===== src/rtl/bsg_gateway_io_arbiter.sv =====
// Round-robin arbiter for two I/O requesters sharing one target, with in-order response routing.
// Define IO_ARB_TIMEOUT_EN to build the response-timeout counter; otherwise timeout_o is tied low.
module bsg_gateway_io_arbiter #(
  parameter int msg_width_p      = 128,
  parameter int tag_els_p        = 4,
  parameter int timeout_cycles_p = 1024
) (
  input  logic                               blackparrot_clk,
  input  logic                               blackparrot_reset,
  input  logic [msg_width_p-1:0]             req0_cmd_i,
  input  logic                               req0_cmd_v_i,
  output logic                               req0_cmd_yumi_o,
  input  logic [msg_width_p-1:0]             req1_cmd_i,
  input  logic                               req1_cmd_v_i,
  output logic                               req1_cmd_yumi_o,
  output logic [msg_width_p-1:0]             cmd_o,
  output logic                               cmd_v_o,
  input  logic                               cmd_ready_i,
  input  logic [msg_width_p-1:0]             resp_i,
  input  logic                               resp_v_i,
  output logic                               resp_yumi_o,
  output logic [msg_width_p-1:0]             req0_resp_o,
  output logic                               req0_resp_v_o,
  input  logic                               req0_resp_ready_i,
  output logic [msg_width_p-1:0]             req1_resp_o,
  output logic                               req1_resp_v_o,
  input  logic                               req1_resp_ready_i,
  output logic [$clog2(tag_els_p+1)-1:0]     outstanding_o,
  output logic                               spurious_o,
  output logic                               timeout_o
);

  localparam int ptr_w_lp = $clog2(tag_els_p);
  localparam int cnt_w_lp = $clog2(tag_els_p+1);
  localparam logic [ptr_w_lp-1:0] last_ptr_lp = ptr_w_lp'(tag_els_p-1);
  localparam logic [cnt_w_lp-1:0] full_cnt_lp = cnt_w_lp'(tag_els_p);

  // Tag FIFO: one bit per slot holding the requester id of an issued command.
  logic [tag_els_p-1:0] r_tags;
  logic [ptr_w_lp-1:0]  r_wptr;
  logic [ptr_w_lp-1:0]  r_rptr;
  logic [cnt_w_lp-1:0]  r_count;
  logic                 r_rr_ptr;
  logic                 r_spurious;

  logic w_run;
  logic w_full;
  logic w_empty;
  logic w_grant;
  logic w_cmd_v;
  logic w_push;
  logic w_head;
  logic w_resp_live;
  logic w_pop;

  // Outputs are gated by reset so nothing handshakes while reset is held.
  assign w_run   = blackparrot_reset;
  assign w_full  = (r_count == full_cnt_lp);
  assign w_empty = (r_count == '0);

  always_comb begin
    w_grant = 1'b0;
    if (req0_cmd_v_i && req1_cmd_v_i) begin
      w_grant = r_rr_ptr;
    end else if (req1_cmd_v_i) begin
      w_grant = 1'b1;
    end
  end

  assign w_cmd_v         = w_run & (req0_cmd_v_i | req1_cmd_v_i) & ~w_full;
  assign w_push          = w_cmd_v & cmd_ready_i;
  assign cmd_v_o         = w_cmd_v;
  assign cmd_o           = w_grant ? req1_cmd_i : req0_cmd_i;
  assign req0_cmd_yumi_o = w_push & ~w_grant;
  assign req1_cmd_yumi_o = w_push & w_grant;

  assign w_head        = r_tags[r_rptr];
  assign w_resp_live   = w_run & resp_v_i & ~w_empty;
  assign req0_resp_v_o = w_resp_live & ~w_head;
  assign req1_resp_v_o = w_resp_live & w_head;
  assign w_pop         = w_resp_live & (w_head ? req1_resp_ready_i : req0_resp_ready_i);
  assign resp_yumi_o   = w_pop;
  assign req0_resp_o   = resp_i;
  assign req1_resp_o   = resp_i;

  assign outstanding_o = r_count;
  assign spurious_o    = r_spurious;

  always_ff @(posedge blackparrot_clk or negedge blackparrot_reset) begin
    if (!blackparrot_reset) begin
      r_tags     <= '0;
      r_wptr     <= '0;
      r_rptr     <= '0;
      r_count    <= '0;
      r_rr_ptr   <= 1'b0;
      r_spurious <= 1'b0;
    end else begin
      if (w_push) begin
        r_tags[r_wptr] <= w_grant;
        r_wptr         <= (r_wptr == last_ptr_lp) ? '0 : r_wptr + 1'b1;
        r_rr_ptr       <= ~w_grant;
      end
      if (w_pop) begin
        r_rptr <= (r_rptr == last_ptr_lp) ? '0 : r_rptr + 1'b1;
      end
      if (w_push != w_pop) begin
        r_count <= w_push ? r_count + 1'b1 : r_count - 1'b1;
      end
      if (resp_v_i && w_empty) begin
        r_spurious <= 1'b1;
      end
    end
  end

`ifdef IO_ARB_TIMEOUT_EN
  localparam int tmo_w_lp = $clog2(timeout_cycles_p+1);
  localparam logic [tmo_w_lp-1:0] tmo_lim_lp = tmo_w_lp'(timeout_cycles_p);

  logic [tmo_w_lp-1:0] r_tmo_cnt;
  logic                r_timeout;

  // Counts consecutive cycles the oldest command waits; saturates at the limit.
  always_ff @(posedge blackparrot_clk or negedge blackparrot_reset) begin
    if (!blackparrot_reset) begin
      r_tmo_cnt <= '0;
      r_timeout <= 1'b0;
    end else if (w_empty || w_pop) begin
      r_tmo_cnt <= '0;
    end else if (r_tmo_cnt != tmo_lim_lp) begin
      r_tmo_cnt <= r_tmo_cnt + 1'b1;
      if (r_tmo_cnt == tmo_lim_lp - 1'b1) begin
        r_timeout <= 1'b1;
      end
    end
  end

  assign timeout_o = r_timeout;
`else
  logic w_unused_tmo;
  assign w_unused_tmo = ^timeout_cycles_p;
  assign timeout_o    = 1'b0;
`endif

endmodule


===== config.mk =====
export PLATFORM = sky130hd
export DESIGN_NAME = bsg_gateway_io_arbiter
export DESIGN_NICKNAME = d
export VERILOG_FILES = /design/src/rtl/bsg_gateway_io_arbiter.sv
export SDC_FILE = /design/constraint.sdc
export NUM_CORES = 1
export LEC_CHECK = 0
export ABC_AREA = 0
export CAP_MARGIN = 20
export CORE_AREA = 2 2 307 309
export CTS_CLUSTER_DIAMETER = 120
export DETAILED_ROUTE_END_ITERATION = 6
export DIE_AREA = 0 0 309 311
export GPL_ROUTABILITY_DRIVEN = 0
export HOLD_SLACK_MARGIN = 0.12
export PLACE_DENSITY_LB_ADDON = 0.15
export SLEW_MARGIN = 20
export SYNTH_ARGS = -nofsm -noshare
export SYNTH_HDL_FRONTEND = slang
export SYNTH_SLANG_ARGS = --single-unit
export TNS_END_PERCENT = 20

===== constraint.sdc =====
create_clock -name blackparrot_clk -period 6.5 [get_ports blackparrot_clk]
set_clock_uncertainty 0.2 [all_clocks]
set_input_delay 1.3 -clock blackparrot_clk [delete_from_list [all_inputs] [get_ports blackparrot_clk]]
set_output_delay 1.3 -clock blackparrot_clk [all_outputs]
set_load 0.05 [all_outputs]

==> results.json, run 1 <==
{
  "grt_usage": 0.05227,
  "initial_core_util": 0.04634,
  "path_cells": "clkdlybuf4s50_1, o21a_4, buf_12, nand2_1, nand2_1, clkdlybuf4s50_1",
  "die_h_um": 311,
  "core.rowCount": 112,
  "dieArea_um2": 96100,
  "max_stage_delay_ns": 0.84,
  "avgViaCountPerCell": 2.232,
  "required_ns": 5.00,
  "worstSkewPairLatency_ns": 0.24,
  "clkPwrFrac": 0.072,
  "syn-num-nets": 1145,
  "cts.sinks": 13,
  "async_flop_share": 1.000,
  "critPathArrivalTime_ns": 3.88,
  "cap_violations": 0,
  "r2r_slack_ns": 4.08,
  "antenna_found_initial": 2,
  "finalCritPeriodShare": 0.8283,
  "yosys_warnings": 0,
  "endpoint_kind": "output pin",
  "dpl_cell_area_um2": 7970,
  "report.final.slew_viol_count": 0,
  "multiInputGateArea_um2": 1919,
  "holdBufCountCts": 0,
  "status": "finished clean",
  "synth_cell_types": 35,
  "synthesis.area_um2": 4299,
  "final.fill_count": 10980,
  "htree_levels": 1,
  "core_um2": 92770,
  "r2r-end": "outstanding_o[1]",
  "grt_max_degree": 66,
  "die_w_um": 309,
  "yosysSeqAreaShare": 0.07567,
  "r2r_start": "outstanding_o[1]",
  "portBuffers": 401,
  "cts_root_buffer": "clkbuf_16",
  "cts_setup_buffers": 0,
  "holdPathStages": 1,
  "vias": 4754,
  "final_hold_viol_count": 0,
  "area_growth_pct": 87.22,
  "max_clock_freq_ghz": 0.1857,
  "p_int_mw": 0.7131,
  "r2r_cells": 7,
  "ant_nets": 0,
  "synthCells": 747,
  "grt_pass1_wl_mm": 36.60,
  "synth_seq_cells": 13,
  "finalSetupViolCount": 0,
  "switching_power_mw": 0.9044,
  "first_global_vias": 5131,
  "tritoncts": "done",
  "clk_pin_slew_worst_paths_ns": 0.05,
  "syn_avg_cell_area_um2": 5.755,
  "dr.pass1.iters": 4,
  "ctsResizeCount": 0,
  "whs_endpoint": "spurious_o",
  "gr-total-overflow": 0,
  "worstMarginPinSlew_ns": 0.7984,
  "swShare": 0.5591,
  "synth_edf_count": 0,
  "p_leak_nw": 3.158,
  "path_class": "input port to output pin",
  "p_seq_frac": 0.100,
  "hp-start": "spurious_o",
  "cp_top_family": "buffers and inverters",
  "regArea_um2": 325.3,
  "cp.depth": 6,
  "pin_count": 787,
  "worstPathMaxFanout": 45,
  "post_drt_wl_per_cell_um": 12.99,
  "critPathBufInv": 3,
  "period_minus_slack_ns": 5.384,
  "clockBufferDepth": 2,
  "rsz0062_at_grt": "no",
  "ys.flop_type": "dfrtp_1",
  "first_iter_violations": 116,
  "setup_tns_ns": 0,
  "design_area_um2": 8049,
  "nets": 1275,
  "drc": 0,
  "drive_gt1_frac": 0.03311,
  "diodes": 0,
  "dpl.hpwl_mm": 24.28,
  "cp_slowest_cell": "clkdlybuf4s50_1",
  "numCtsBuffers": 3,
  "slew_headroom": 0.4621,
  "drt_wl_total_mm": 27.68,
  "peakVddDrop_uv": 79.12,
  "p_comb_frac": 0.828,
  "p_per_area_nw_per_um2": 201.0,
  "hold_path.class": "flip-flop to flip-flop",
  "holdWs_ns": 0.2678,
  "setup.worst_path.start_class": "input port"
}
synth_stat cells (2+ instances only):
cell type  count  area share
o21ai_0        3      0.0035
nand3_1        4      0.0047
ha_1           5       0.015
buf_4        257        0.45
o21a_1         2      0.0035
nor2_1         7      0.0061
mux2_1         2      0.0052
o2111ai_1      2      0.0041
mux2_2         5       0.013
clkbuf_1      28       0.024
nand2_1      389        0.34
inv_1          8      0.0070
dfrtp_1       13       0.076
flip-flops by register name (all words and copies together) (netlist names):
signal and flops:
r_wptr 2, outstanding_o 3, r_tags 4, r_rptr 2, spurious_o 1, r_rr_ptr 1
worst max path at each step:
stage	from	end	slack (ns)
after floorplan	req1_cmd_v_i	req0_cmd_yumi_o	2.27
after global placement	req0_cmd_v_i	cmd_o[93]	1.01
after detailed placement	req0_cmd_v_i	cmd_o[93]	1.04
after CTS	req0_cmd_v_i	cmd_o[93]	1.03
after global routing	req1_cmd_v_i	cmd_o[93]	0.97
final	req1_cmd_v_i	cmd_o[93]	1.12
per-layer routing:
layer	up-vias	track usage	part of all wire
met2	416	0.09871	0.50
li1	2256	-	-
met1	1975	0.04217	0.29
met4	0	0.02493	0.052
met5	-	0	0
met3	107	0.03079	0.16
layout by cell type (no fill, tap or decap), drive strengths merged, types with 2 or more instances in the layout:
| cell type | Yosys | layout |
|---|---|---|
| ha | 5 | 5 |
| clkdlybuf4s50 | 0 | 398 |
| nand2 | 389 | 389 |
| o21ai | 3 | 3 |
| o21a | 2 | 2 |
| dfrtp | 13 | 13 |
| mux2 | 8 | 8 |
| nand3 | 4 | 4 |
| nor2 | 8 | 8 |
| buf | 259 | 14 |
| inv | 8 | 8 |
| o2111ai | 2 | 2 |
| clkbuf | 28 | 4 |
cell families (layout without fill, tap and decap cells):
group	after synthesis	count (layout)	share of synthesized area
xor+xnor	1	1	0.005238
mux	10	10	0.03026
simple gates	406	406	0.3603
compound gates	15	15	0.02619
flops	13	13	0.07567
buf+inv	295	424	0.4822
fa+ha+maj	6	6	0.01921
other cells	1	1	0.0008723
final cells by class:
class / count / share of cell area
sequential: 13 / 0.04042
tap: 1254 / 0.1949
multi-input combinational: 439 / 0.2385
clock buffer: 4 / 0.009793
timing repair buffer: 412 / 0.5127
inverter: 8 / 0.003731
metrics by stage:
| stage | power [mW] | cells | worst slack, ns | utilization |
|---|---|---|---|---|
| after global placement | 1.538 | 2126 | 1.006 | 0.08591 |
| after detailed placement | 1.523 | 2126 | 1.041 | 0.08591 |
| after global routing | 1.727 | 2130 | 0.9654 | 0.08676 |
| after floorplan | 1.367 | 747 | 2.274 | - |
| final | 1.618 | 2130 | 1.116 | 0.08676 |
| after CTS | 1.650 | 2130 | 1.030 | 0.08676 |
power groups by stage:
stage	Clock [mW]	Combinational, mW	Sequential [mW]
after CTS	0.123	1.36	0.164
final	0.117	1.34	0.162
after floorplan	0	1.18	0.182
after detailed placement	0	1.36	0.165
after global routing	0.130	1.43	0.169
after global placement	0	1.37	0.165
Power figures use the tool's default switching activity.
==> inputs of run 2 (changes only) <==
- CORE_AREA: 2 2 307 309 -> 2 2 303 305
- DIE_AREA: 0 0 309 311 -> 0 0 305 307
- clock period: 6.5 -> 5.6 ns (I/O delays scaled with it)
==> run 2 against run 1 <==
Net effect:
- clock power grew 18%
- critical path type unchanged
- first-iteration DRC count grew 35%
- global-route usage is essentially flat
- cell count shrank 3.3%
- combinational power grew 15%
- sequential share of layout area grew 0.069 points
- design area shrank 1.7%
- die area shrank 2.6%
- sequential cell count is the same
==> results.json, run 2 (same netlist as run 1, synthesis figures left out) <==
{
  "rsz0062_at_grt": "no",
  "peakVddDrop_uv": 79.78,
  "htree_levels": 1,
  "drc": 0,
  "grt_usage": 0.05255,
  "mostFrequentLayoutCell": "nand2_1",
  "die_h_um": 307,
  "path_class": "input port to output pin",
  "post-place-cells": 2056,
  "dpl.hpwl_mm": 22.78,
  "finalNonFillerCells": 2060,
  "critPathArrivalTime_ns": 3.44,
  "dpl_cell_area_um2": 7835,
  "status": "finished clean",
  "final_hold_viol_count": 0,
  "vias": 4778,
  "worstMarginPinSlew_ns": 0.5586,
  "design_area_um2": 7914,
  "fin_total_pwr_mw": 1.867,
  "final.fill_count": 10660,
  "cp_slowest_cell": "clkdlybuf4s50_1",
  "portBuffers": 401,
  "finalSetupViolCount": 0,
  "die_w_um": 305,
  "gr-total-overflow": 0,
  "area_growth_pct": 84.08,
  "cts.sinks": 13,
  "grt_pass1_wl_mm": 36.09,
  "core_um2": 90690,
  "cap_violations": 0,
  "numCtsBuffers": 3,
  "report.final.slew_viol_count": 0,
  "hold_path.class": "flip-flop to flip-flop",
  "pin_count": 787,
  "setup.worst_path.start_class": "input port",
  "cts_setup_buffers": 0,
  "regMostFlops": "r_tags",
  "endpoint_kind": "output pin",
  "post_drt_wl_per_cell_um": 12.77,
  "ant_nets": 0,
  "max_clock_freq_ghz": 0.2099,
  "worstPathMaxFanout": 49,
  "first_iter_violations": 157,
  "dr.pass1.iters": 4,
  "clk_pin_slew_worst_paths_ns": 0.05,
  "slew_headroom": 0.6265,
  "tritoncts": "done",
  "worstSkewPairLatency_ns": 0.24,
  "dieArea_um2": 93640,
  "holdBufCountCts": 0,
  "max_stage_delay_ns": 0.84,
  "core.rowCount": 111,
  "largest_reg_flops": 4,
  "clockBufferDepth": 2,
  "first_global_vias": 5133,
  "antenna_found_initial": 4,
  "cts_root_buffer": "clkbuf_16",
  "required_ns": 4.28,
  "p_per_area_nw_per_um2": 235.9,
  "setup_tns_ns": 0,
  "grt_max_degree": 74,
  "initial_core_util": 0.04740,
  "diodes": 0,
  "nets": 1273,
  "mostFrequentLayoutCells": "389 x nand2_1, 369 x clkdlybuf4s50_1, 35 x buf_4",
  "finalCritPeriodShare": 0.8508,
  "avgViaCountPerCell": 2.319,
  "period_minus_slack_ns": 4.765,
  "p_leak_nw": 3.189,
  "ctsResizeCount": 0,
  "path_cells": "clkdlybuf4s50_1, inv_1, o21a_4, buf_12, nand2_1, nand2_1, clkdlybuf4s50_1",
  "drive_gt1_frac": 0.06407,
  "drt_wl_total_mm": 26.31
}
[run 2: changes by cell type in the layout (fill, tap and decap cells not counted), sizes merged]
| cell | before | now |
|---|---|---|
| buf | 14 | 41 |
| clkdlybuf4s50 | 398 | 369 |
[run 2: through the flow]
step	utilization	hold slack, ns	setup WS [ns]
4_1_cts	0.08726	0.3058	0.8114
2_1_floorplan	-	0.2738	1.734
3_3_place_gp	0.08639	0.2907	0.8307
6_report	0.08726	0.3018	0.8355
5_1_grt	0.08726	0.3225	0.6970
3_5_place_dp	0.08639	0.2949	0.8203
[run 2: layout make-up]
| type | count | area, um^2 | area share |
|---|---|---|---|
| tap | 1186 | 1484 | 0.1875 |
| clock buffer | 4 | 78.83 | 0.009960 |
| sequential | 13 | 325.3 | 0.04111 |
| multi-input combinational | 439 | 1919 | 0.2425 |
| inverter | 8 | 30.03 | 0.003794 |
| timing repair buffer | 410 | 4076 | 0.5151 |
[run 2: final timing paths]
| kind | from | to | slack, ns | cells past startpoint |
|---|---|---|---|---|
| setup reg to reg | outstanding_o[1] | outstanding_o[1] | 3.29 | 7 |
| hold / removal | r_tags[2] | r_tags[2] | 0.30 | 1 |
| setup / recovery | req0_cmd_v_i | cmd_o[11] | 0.84 | 7 |
| max in group asynchronous | blackparrot_reset | outstanding_o[1] | 3.90 | 2 |
| hold reg to reg | r_tags[2] | r_tags[2] | 0.30 | 1 |
| min in group asynchronous | blackparrot_reset | r_rptr[1] | 1.11 | 2 |
[run 2: where the power goes]
group / switching (mW) / internal [mW]
logic: 0.957 / 0.586
registers: 0.0483 / 0.137
clock network: 0.0415 / 0.0963
[run 2: layer usage]
| metal | GRT usage | vias to the layer above | routed length [um] |
|---|---|---|---|
| li1 | - | 2253 | - |
| met3 | 0.03997 | 96 | 4811 |
| met4 | 0.02821 | 4 | 1491 |
| met1 | 0.04680 | 1975 | 8140 |
| met2 | 0.08608 | 450 | 11840 |
| met5 | 0 | - | 23 |
[run 2: worst max-delay path: cells and delay by family]
family                 cells  cell delay (ns)
AOI/OAI and AO/OA          1             0.32
and+or+nand+nor            2             0.19
buffers and inverters      4             1.70
